--- src/rtl/axis_packet_fifo_if.sv ---
// AXI-Stream beat bundle shared by the input and output sides of axis_packet_fifo.
// The master drives the beat and tvalid; the slave drives tready.
interface axis_packet_fifo_if #(
   parameter int DATA_W = 32,
   parameter int USER_W = 1
);
   logic [DATA_W-1:0] tdata;
   logic [USER_W-1:0] tuser;
   logic              tlast;
   logic              tvalid;
   logic              tready;

   modport master (output tdata, output tuser, output tlast, output tvalid, input tready);
   modport slave  (input tdata, input tuser, input tlast, input tvalid, output tready);
endinterface

--- src/rtl/axis_packet_fifo.sv ---
// DEPTH-entry AXI-Stream FIFO with a registered output stage and an optional
// store-and-forward mode that withholds frames until tlast and drops bad or oversize frames.
module axis_packet_fifo #(
   parameter int DATA_W      = 32,
   parameter int USER_W      = 1,
   parameter int DEPTH       = 16,
   parameter int PACKET_MODE = 0,
   parameter int DROP_BAD    = 1
) (
   input  logic                     clk,
   input  logic                     rst,
   axis_packet_fifo_if.slave        s_axis,
   axis_packet_fifo_if.master       m_axis,
   output logic [$clog2(DEPTH):0]   level,
   output logic                     drop
);
   localparam int AW = $clog2(DEPTH);
   localparam int PW = AW + 1;
   localparam int EW = DATA_W + USER_W + 1;
   localparam logic [PW-1:0] DEPTH_P = PW'(DEPTH);
   localparam logic [PW-1:0] ONE_P   = PW'(1);

   localparam logic [0:0] ST_PASS    = 1'b0;
   localparam logic [0:0] ST_DISCARD = 1'b1;

   logic [EW-1:0] mem [DEPTH];

   logic [PW-1:0] wr_ptr_q, wr_ptr_d;
   logic [PW-1:0] commit_ptr_q, commit_ptr_d;
   logic [PW-1:0] rd_ptr_q, rd_ptr_d;
   logic [0:0]    state_q, state_d;
   logic          out_valid_q, out_valid_d;
   logic [EW-1:0] out_beat_q, out_beat_d;
   logic          drop_q, drop_d;

   logic          full, accept, consume, load, wr_en;
   logic [EW-1:0] s_beat, rd_beat;

   assign s_beat  = {s_axis.tdata, s_axis.tuser, s_axis.tlast};
   assign rd_beat = mem[rd_ptr_q[AW-1:0]];

   // Ready looks only at registered pointers, so a read in this cycle cannot reopen a full memory.
   assign full          = (wr_ptr_q - rd_ptr_q) == DEPTH_P;
   assign s_axis.tready = !rst && (state_q == ST_DISCARD || !full);

   assign accept  = s_axis.tvalid && s_axis.tready;
   assign consume = out_valid_q && m_axis.tready;
   assign load    = (!out_valid_q || consume) && (rd_ptr_q != commit_ptr_q);
   assign wr_en   = accept && (state_q == ST_PASS);

   always_comb begin
      // NOTE: every always_comb output gets a default first so no path can infer a latch.
      wr_ptr_d     = wr_ptr_q;
      commit_ptr_d = commit_ptr_q;
      rd_ptr_d     = rd_ptr_q;
      state_d      = state_q;
      out_valid_d  = out_valid_q;
      out_beat_d   = out_beat_q;
      drop_d       = 1'b0;

      if (load) begin
         out_beat_d  = rd_beat;
         out_valid_d = 1'b1;
         rd_ptr_d    = rd_ptr_q + ONE_P;
      end else if (consume) begin
         out_valid_d = 1'b0;
      end

      if (wr_en) begin
         wr_ptr_d = wr_ptr_q + ONE_P;
      end

      if (PACKET_MODE == 0) begin
         commit_ptr_d = wr_ptr_d;
      end else if (state_q == ST_PASS) begin
         if (wr_en && s_axis.tlast) begin
            if (DROP_BAD != 0 && s_axis.tuser[0]) begin
               wr_ptr_d = commit_ptr_q;
               drop_d   = 1'b1;
            end else begin
               commit_ptr_d = wr_ptr_d;
            end
         end else if ((wr_ptr_d - rd_ptr_d) == DEPTH_P && commit_ptr_q == rd_ptr_d) begin
            // Memory about to be filled by one unterminated frame: it can never be committed.
            wr_ptr_d = commit_ptr_q;
            state_d  = ST_DISCARD;
         end
      end else if (accept && s_axis.tlast) begin
         drop_d  = 1'b1;
         state_d = ST_PASS;
      end
   end

   always_ff @(posedge clk) begin
      // NOTE: state flops use non-blocking assignments so every flop samples pre-edge values.
      if (rst) begin
         wr_ptr_q     <= '0;
         commit_ptr_q <= '0;
         rd_ptr_q     <= '0;
         state_q      <= ST_PASS;
         out_valid_q  <= 1'b0;
         out_beat_q   <= '0;
         drop_q       <= 1'b0;
      end else begin
         wr_ptr_q     <= wr_ptr_d;
         commit_ptr_q <= commit_ptr_d;
         rd_ptr_q     <= rd_ptr_d;
         state_q      <= state_d;
         out_valid_q  <= out_valid_d;
         out_beat_q   <= out_beat_d;
         drop_q       <= drop_d;
      end
   end

   // NOTE: the storage array has no reset; pointers alone decide which entries are meaningful.
   always_ff @(posedge clk) begin
      if (wr_en) begin
         mem[wr_ptr_q[AW-1:0]] <= s_beat;
      end
   end

   assign m_axis.tvalid = out_valid_q;
   assign {m_axis.tdata, m_axis.tuser, m_axis.tlast} = out_beat_q;
   assign level = (wr_ptr_q - rd_ptr_q) + PW'(out_valid_q);
   assign drop  = drop_q;
endmodule
--- src/flat_wrapper.sv ---
// flat-port wrapper written by rule: the top's interface ports become plain ports
module axis_packet_fifo_flat 
#(
   parameter int DATA_W      = 32,
   parameter int USER_W      = 1,
   parameter int DEPTH       = 16,
   parameter int PACKET_MODE = 0,
   parameter int DROP_BAD    = 1
)
  (clk, rst, level, drop, s_axis_tdata, s_axis_tuser, s_axis_tlast, s_axis_tvalid, s_axis_tready, m_axis_tdata, m_axis_tuser, m_axis_tlast, m_axis_tvalid, m_axis_tready);
  axis_packet_fifo_if #(.DATA_W(DATA_W), .USER_W(USER_W)) s_axis_i ();
  axis_packet_fifo_if #(.DATA_W(DATA_W), .USER_W(USER_W)) m_axis_i ();
  input  logic clk;
  input  logic rst;
  output logic [$clog2(DEPTH):0] level;
  output logic drop;
  input wire logic [$bits(s_axis_i.tdata)-1:0] s_axis_tdata;
  input wire logic [$bits(s_axis_i.tuser)-1:0] s_axis_tuser;
  input wire logic [$bits(s_axis_i.tlast)-1:0] s_axis_tlast;
  input wire logic [$bits(s_axis_i.tvalid)-1:0] s_axis_tvalid;
  output wire logic [$bits(s_axis_i.tready)-1:0] s_axis_tready;
  output wire logic [$bits(m_axis_i.tdata)-1:0] m_axis_tdata;
  output wire logic [$bits(m_axis_i.tuser)-1:0] m_axis_tuser;
  output wire logic [$bits(m_axis_i.tlast)-1:0] m_axis_tlast;
  output wire logic [$bits(m_axis_i.tvalid)-1:0] m_axis_tvalid;
  input wire logic [$bits(m_axis_i.tready)-1:0] m_axis_tready;
  assign s_axis_i.tdata = s_axis_tdata;
  assign s_axis_i.tuser = s_axis_tuser;
  assign s_axis_i.tlast = s_axis_tlast;
  assign s_axis_i.tvalid = s_axis_tvalid;
  assign s_axis_tready = s_axis_i.tready;
  assign m_axis_tdata = m_axis_i.tdata;
  assign m_axis_tuser = m_axis_i.tuser;
  assign m_axis_tlast = m_axis_i.tlast;
  assign m_axis_tvalid = m_axis_i.tvalid;
  assign m_axis_i.tready = m_axis_tready;
  axis_packet_fifo #(.DATA_W(DATA_W), .USER_W(USER_W), .DEPTH(DEPTH), .PACKET_MODE(PACKET_MODE), .DROP_BAD(DROP_BAD)) u_core (.clk(clk), .rst(rst), .s_axis(s_axis_i), .m_axis(m_axis_i), .level(level), .drop(drop));
endmodule
--- config.mk ---
export PLATFORM = sky130hd
export DESIGN_NAME = axis_packet_fifo_flat
export DESIGN_NICKNAME = d
export VERILOG_FILES = /design/src/rtl/axis_packet_fifo_if.sv /design/src/rtl/axis_packet_fifo.sv /design/src/flat_wrapper.sv
export SDC_FILE = /design/constraint.sdc
export NUM_CORES = 1
export LEC_CHECK = 0
export CORE_ASPECT_RATIO = 0.7
export CORE_UTILIZATION = 30
export CTS_BUF_LIST = sky130_fd_sc_hd__clkbuf_8
export CTS_CLUSTER_SIZE = 10
export DETAILED_ROUTE_END_ITERATION = 6
export MAX_ROUTING_LAYER = met4
export PLACE_DENSITY = 0.44
export SYNTH_ARGS = -nofsm -noshare
export SYNTH_HDL_FRONTEND = slang
export SYNTH_SLANG_ARGS = --single-unit
--- constraint.sdc ---
create_clock -name clk -period 14.67 [get_ports clk]
set_input_delay 1.467 -clock clk [delete_from_list [all_inputs] [get_ports clk]]
set_output_delay 1.467 -clock clk [all_outputs]
set_load 0.05 [all_outputs]
Yosys cells after proc, flatten, opt, wreduce, memory -nomap -nowiden. Memories as Yosys holds them, arrays and structs flattened. A register that Yosys moved wholly into a read port is not among the register bits. Cells that the tools add are included. Widths: inputs -> output; s select.

Register bits after elaboration: 11. Latch bits: 0. Memory bits (writable): 544. Memory bits (read-only): 0. Input bits: 38. Output and inout port bits: 42. Logic and storage cells: 23. Memories kept: 1.

Memories: u_core.mem (depth 16, width 34, rd ports 1, clocked after Yosys merged registers in 1, wr ports 1, line axis_packet_fifo.sv:26) `logic [EW-1:0] mem [DEPTH];`.

Add/subtract/negate cells: 4. Multiply operators: 0. Div/mod/pow operators: 0. $lt $le $gt $ge: 0. Equal/unequal tests: 2. Shift operators: 0. Multiplexer cells: 4. Bitwise logic cells: 0. Reductions and logical operators: 9.

Operators by type and width (number): $add 5x1->5 const B (2); $add 5x1->5 (1); $eq 5x5->1 const B (1); $ne 5x5->1 (1); $sub 5x5->5 (1); $logic_and 1x1->1 (4); $mux 1 (4); $logic_not 1->1 (3); $reduce_bool 2->1 (1); $logic_or 1x1->1 (1).

Depth between registers and ports, before layout. Gate-level depths: netlist of run 1.

Depth in word-level cells: 7. Gate-level depth with buffers: 12. Mapped depth without buffers: 9.

Least setup slack after synthesis of run 1. OpenSTA, ideal clock, no wires.

Path type: flip-flop to flip-flop. Start point: register u_core.rd_ptr_q[2]. End point: memory u_core.mem[11][0] in the netlist's numbering (enable). Setup time: 522 ps. Arrival: 5759 ps. Required time: 14148 ps. Path slack: 8389 ps. Cell stages (with the launch flop): 11. Path buffers: 2. Period minus slack after synthesis: 6281 ps. Path through: dfxtp_1 > clkbuf_1 > buf_1 > inv_1 > ha_1 > nand2b_1 > a21oi_1 > xor2_1 > a211oi_2 > nor2b_2 > nor4b_1.

Longest elaborated chain between the ends: 7.

Ends and longest elaborated chain: from (decl) (line axis_packet_fifo.sv:30) `logic [PW-1:0] rd_ptr_q, rd_ptr_d;`; from (signal assigned) (line axis_packet_fifo.sv:107) `rd_ptr_q <= rd_ptr_d;`; $sub 5x5->5 (line axis_packet_fifo.sv:43) `assign full = (wr_ptr_q - rd_ptr_q) == DEPTH_P;`; $eq 5x5->1 (line axis_packet_fifo.sv:43); $logic_not 1->1 (line axis_packet_fifo.sv:44) `assign s_axis.tready = !rst && (state_q == ST_DISCARD || !full);`; $logic_and 1x1->1 (line axis_packet_fifo.sv:44); $logic_and 1x1->1 (line axis_packet_fifo.sv:46) `assign accept = s_axis.tvalid && s_axis.tready;`; $mux 1 (line axis_packet_fifo.sv:117) `if (wr_en) begin`; $mux 1 (not written as such) (line axis_packet_fifo.sv:118) `mem[wr_ptr_q[AW-1:0]] <= s_beat;`; to (decl) (line axis_packet_fifo.sv:26).

No other way between the ends.

Worst setup path after layout of run 1.
Start point: register u_core.rd_ptr_q[1]. End point: output port s_axis_tready.

Longest elaborated chain between the ends: 4.

Ends and longest elaborated chain: $sub 5x5->5 (line axis_packet_fifo.sv:43); $eq 5x5->1 (line axis_packet_fifo.sv:43); $logic_not 1->1 (line axis_packet_fifo.sv:44); $logic_and 1x1->1 (line axis_packet_fifo.sv:44); to (decl) (line flat_wrapper.sv:21) `output wire logic [$bits(s_axis_i.tready)-1:0] s_axis_tready;`.

No other way between the ends.

==> results of run 1 <==
-- path summary, 6_finish.rpt --
kind	end	startpoint	cells past startpoint	slack, ns
hold / removal	u_core.out_beat_q[0]	u_core.out_beat_q[0]	2	0.44
hold reg to reg	u_core.out_beat_q[0]	u_core.out_beat_q[0]	2	0.44
setup / recovery	s_axis_tready	u_core.rd_ptr_q[1]	9	8.76
setup reg to reg	u_core.mem[9][16]	u_core.rd_ptr_q[1]	9	10.26
-- report_power, final --
part / switching, mW / internal (mW) / leakage, nW
Combinational: 0.675 / 0.510 / 1.86
Clock: 0.665 / 0.716 / 1.08
Sequential: 0.0605 / 1.92 / 5.27
-- cell type report --
type,count,area (um^2),share of cell area
diodes,3,7.51,0.000285
clock buffers,98,1350,0.0511
clock inverters,75,484,0.0184
inverters,44,166,0.00631
multi-input cells,332,4890,0.185
flip-flops and latches,589,17200,0.654
well taps,977,1220,0.0463
repair buffers,108,1020,0.0386
-- critical path, delay by kind of cell (launching register included) --
kind / cells / cell delay [ns]
flops: 1 / 0.80
fa+ha+maj: 1 / 0.34
compound gates: 2 / 0.66
simple gates: 3 / 1.07
buf+inv: 3 / 0.91
-- synth_stat cells (all sizes together) --
cell | number | area (um^2)
nor2 | 12 | 45.0
and4b | 1 | 10.0
mux4 | 170 | 3830
nor4 | 3 | 18.8
nor2b | 3 | 21.3
fa | 1 | 20.0
nand2b | 7 | 43.8
and2 | 1 | 6.26
clkbuf | 22 | 82.6
ha | 11 | 138
xnor2 | 5 | 43.8
mux2 | 1 | 11.3
or4 | 1 | 7.51
o21a | 1 | 7.51
a211oi | 1 | 12.5
nand3 | 1 | 5.00
o31ai | 1 | 7.51
clkinv | 30 | 113
nand2 | 40 | 150
or3 | 3 | 18.8
mux2i | 2 | 20.0
inv | 14 | 52.6
nor4b | 3 | 26.3
conb | 1 | 3.75
or2 | 1 | 6.26
edfxtp | 544 | 16300
a21oi | 5 | 25.0
nand4 | 4 | 25.0
and3 | 2 | 12.5
o21ai | 37 | 185
dfxtp | 45 | 901
xor2 | 5 | 43.8
buf | 29 | 246
nor3 | 9 | 45.0
-- metal layers --
layer,vias to the layer above,wire [um]
met5,-,0
met4,0,905
met3,83,2320
met2,230,25000
met1,5644,24800
li1,4511,-
-- metrics by stage --
stage	power [mW]	util	hold slack, ns	setup slack (ns)	std cells
after floorplan	2.88	-	0.464	8.39	1016
after global placement	3.24	0.332	0.435	9.30	2050
after detailed placement	3.24	0.332	0.439	9.22	2050
after CTS	4.64	0.357	0.447	8.63	2223
after global routing	4.77	0.357	0.464	8.46	2226
final	4.55	0.357	0.441	8.76	2226
-- cell families after synthesis --
logic type / share of synthesized area
DFF: 0.765
adders and majority gates: 0.00700
xor gates and xnor gates: 0.00389
muxes: 0.172
AOI/OAI and AO/OA: 0.0106
and+or+nand+nor: 0.0196
buffers and inverters: 0.0219
other: 0.000166
-- state kept, by name, indices dropped and copies added, names as in the netlist --
name,flops
u_core.wr_ptr_q,5
u_core.rd_ptr_q,5
u_core.mem,544
u_core.out_beat_q,34
u_core.m_axis.tvalid,1
==> metrics.txt, run 1 <==
final instance area approximately 0.026 mm^2; CTS Root Cell clkbuf_8; #FFs+latches synth 589; number of synthesis warnings 0; setup bufs post-CTS 0; # DRC 0; grt met2 use 0.224; Final ANT Viol Nets 0; area added between synthesis and finish 17.1%; cells along the critical path inv_1 > ha_1 > nor2b_1 > o21a_1 > or3_1 > a211oi_2 > or2_1 > inv_2 > clkdlybuf4s50_1; sequential area share after synthesis 0.765; Peak Freq approximately 170 MHz; share of post-route cells with drive strength above 1 0.279; drt wl/cell 23.8 um; routed vias/inst 4.70; setup TNS 0 ns; post-route minimum period 5.91 ns; GRT met1 Usage 0.201; Reg clk slew, reported paths 0.06 ns; hold_buf cts 0; die area 0.0762 mm^2; Post-Syn Area about 0.023 mm^2; largest net degree at the start of global routing between 100 and 150; VDD IR max 0.0986 mV; die height 231 um; worst hold path type register to register; Final Max Tran Viols 0; DP HPWL ~26 mm; maxcap violations 0; arrival time at the worst endpoint between 4 and 5 ns; dpl cell area roughly 0.025 mm^2; CTS buffer count 94; RSZ-0062 raised after global routing no; fill count around 6,800; Critical Path Slowest Stage Cell dfxtp_4; met3 Usage GRT 0.0305; clock skew about 0.030 ns; gr usage total 0.147; highest-count cells in the layout ignoring fill and taps edfxtp_1 (544), mux4_2 (169), clkbuf_8 (98); Port Buffers 78; gr busiest metal met2; H-tree depth 3; # IOs 80; Final nets 1,219; Die W 329 um; final wirelength 53.0 mm; final setup fails 0; latest clock arrival within the worst-skew pair around 0.7 ns; critical path class register to primary output; initial antenna violation count 3; TritonCTS Sinks approximately 600; Final GP Congestion 0.740; Hold Fails Final Rpt 0; Vias 10,468; CTS tree built; Max FO, Critical Path 42; status completed; Crit. End Element primary output; clock buffer depth 3; Unique masters post-synth 42; most common cell after layout, fill and taps aside edfxtp_1; Congestion Overflow GR 0; Avg Inst Size Synth 22.2 um^2; WP data required 13.20 ns; Max stage delay on crit path ~0.80 ns; global-route wire length before repair 78.2 mm; Leakage between 8 and 9 nW; final period utilization 0.403; Core ar. 0.0738 mm^2; Cells after Synth between 1,000 and 1,500; worst slew pin tran 1.14 ns; Pre-Repair DR Iteration Count 5; Power Dens Cells 172 mW/mm^2; syn nets 1,066; CP Launch Type register; vias in the first global route 11,322; row count 83; drt initial violations 813; Starting Density 0.305; post-CTS sizing 0; Slew headroom 0.233
Power figures use the tool's default switching activity.
==> run 2: changes to the inputs <==
--- a/config.mk
+++ b/config.mk
@@ -11,7 +11,7 @@
 export CTS_CLUSTER_SIZE = 10
 export DETAILED_ROUTE_END_ITERATION = 6
 export MAX_ROUTING_LAYER = met4
-export PLACE_DENSITY = 0.44
+export PLACE_DENSITY = 0.46
 export SYNTH_ARGS = -nofsm -noshare
 export SYNTH_HDL_FRONTEND = slang
 export SYNTH_SLANG_ARGS = --single-unit
==> constraint.sdc (replaced) <==
create_clock -name clk -period 4.9 [get_ports clk]
set_input_delay 0.49 -clock clk [delete_from_list [all_inputs] [get_ports clk]]
set_output_delay 0.49 -clock clk [all_outputs]
set_load 0.05 [all_outputs]
==> run 2 against run 1 <==
Via count up 0.72%. Final cell count shrank 0.18%. First-iteration DRC count grew 15%. Design area up 0.21%. Core utilization increased by 0.075 points. Worst setup slack got worse by 8.3 ns. Highest routed layer unchanged. Combinational power increased to 3.2 times the previous value. Largest cell class unchanged. Power rose to 3.0 times the previous value.
==> metrics.txt, run 2 (same netlist as run 1, synthesis figures left out) <==
Vias 10,543; Leakage 8.25 nW; final wirelength approximately 53 mm; Port Buffers 78; hold_buf cts 0; RR Endpoint u_core.mem[6][24]; Crit. End Element primary output; post-CTS sizing 0; critical path class register to primary output; # DRC 0; largest net degree at the start of global routing 109; latest clock arrival within the worst-skew pair between 0.6 and 0.7 ns; final period utilization 0.915; critical register-to-register path startpoint u_core.wr_ptr_q[0]; Critical Path Start u_core.wr_ptr_q[0]; maxcap violations 0; arrival time at the worst endpoint 3.99 ns; Pre-Repair DR Iteration Count 4; die height 231 um; gr usage total 0.146; CTS tree built; Hold Fails Final Rpt 0; clock skew around 0.027 ns; RSZ-0062 raised after global routing no; H-tree depth 3; Sequential Power Share 0.431; Sw Share 0.312; setup bufs post-CTS 0; drt initial violations 939; # IOs 80; R2R setup slack 0.97 ns; Internal Power 9.34 mW; row count 83; Max FO, Critical Path 13; highest-count cells in the layout ignoring fill and taps edfxtp_1 (544), mux4_2 (169), clkbuf_8 (94); Peak Freq approximately 220 MHz; final setup fails 0; clock buffer depth 3; Power Dens Cells 514 mW/mm^2; status completed; WP data required 4.41 ns; share of post-route cells with drive strength above 1 0.270; Final Max Tran Viols 0; drt wl/cell 23.7 um; Final ANT Viol Nets 0; CTS buffer count between 90 and 100; dpl cell area 0.0247 mm^2; routed vias/inst roughly 4.7; post-route minimum period about 4.5 ns; critical path endpoint s_axis_tready; combinational share of power 0.275; Clk pwr share 0.293; diode count 0; Final nets 1,218; final instance area 0.0264 mm^2; Slew headroom 0.195; Congestion Overflow GR 0; VDD IR max 0.478 mV; reg2reg path depth 10; Tot Pwr 13.6 mW; setup TNS 0 ns; Psw 4.23 mW; Util after Layout 0.358; Reg clk slew, reported paths 0.06 ns; fill count about 6,800; Starting Density 0.305; TritonCTS Sinks around 590; DP HPWL 29.8 mm; area added between synthesis and finish 17.4%; worst hold path type register to register; global-route wire length before repair 77.4 mm; flip-flop count of the largest register after layout 544; initial antenna violation count 0; most common cell after layout, fill and taps aside edfxtp_1; Core ar. 0.0738 mm^2; hold slack 0.441 ns; Die W 329 um; Final GP Congestion about 0.71; vias in the first global route 11,055; CP Launch Type register; worst slew pin tran roughly 1.2 ns; die area 0.0762 mm^2; CTS Root Cell clkbuf_8
-- run 2: worst min path at each step --
stage                          startpoint               endpoint  slack (ns)  depth (start not counted)
floorplan              u_core.wr_ptr_q[4]     u_core.wr_ptr_q[4]        0.46                          2
global placement    u_core.out_beat_q[23]  u_core.out_beat_q[23]        0.43                          2
detailed placement  u_core.out_beat_q[25]  u_core.out_beat_q[25]        0.44                          2
CTS                         m_axis_tready   u_core.m_axis.tvalid        0.44                          3
global route        u_core.out_beat_q[23]  u_core.out_beat_q[23]        0.46                          2
finish              u_core.out_beat_q[25]  u_core.out_beat_q[25]        0.44                          2
-- run 2: critical path: stages, from the launching register on --
cell	delay (ns)
dfxtp_1	0.41
inv_1	0.12
ha_1	0.22
fa_1	0.40
nand2b_1	0.15
a21oi_1	0.17
xor2_1	0.13
a211oi_2	0.45
or2_1	0.99
inv_2	0.03
buf_4	0.23
-- run 2: area by class of cell --
class                   count  area (um^2)  share of cell area
clock buffers              94         1290              0.0489
clock inverters            77          452              0.0171
inverters                  44          166             0.00630
multi-input cells         332         4970               0.188
flip-flops and latches    589        17200               0.652
well taps                 977         1220              0.0462
repair buffers            109         1090              0.0411
-- run 2: stage by stage --
step,cells,setup WS [ns]
CTS,2222,0.343
finish,2222,0.418
global placement,2051,1.03
global route,2222,0.0485
floorplan,1016,-1.12
detailed placement,2051,0.939
-- run 2: power by group through the flow --
| stage | logic [mW] | registers (mW) | clock network, mW |
|---|---|---|---|
| 2_1_floorplan | 2.18 | 6.45 | 0 |
| 3_3_place_gp | 3.84 | 5.96 | 0 |
| 3_5_place_dp | 3.83 | 5.97 | 0 |
| 4_1_cts | 3.85 | 5.86 | 4.15 |
| 5_1_grt | 4.02 | 5.89 | 4.34 |
| 6_report | 3.74 | 5.86 | 3.98 |
-- run 2: per-layer routing --
layer  vias up  GRT usage  share of wire
met4         0     0.0353          0.013
met2       295      0.197           0.43
met1      5678      0.219           0.50
met5         -          -              0
li1       4505          -              -
met3        65     0.0353          0.057
==> run 3: changes to the inputs <==
--- a/config.mk
+++ b/config.mk
@@ -12,6 +12,7 @@
 export DETAILED_ROUTE_END_ITERATION = 6
 export MAX_ROUTING_LAYER = met4
 export PLACE_DENSITY = 0.46
+export SLEW_MARGIN = 5
 export SYNTH_ARGS = -nofsm -noshare
 export SYNTH_HDL_FRONTEND = slang
 export SYNTH_SLANG_ARGS = --single-unit
==> results of run 3 <==
The final DEF is identical to that of run 2; final timing and power are the same.
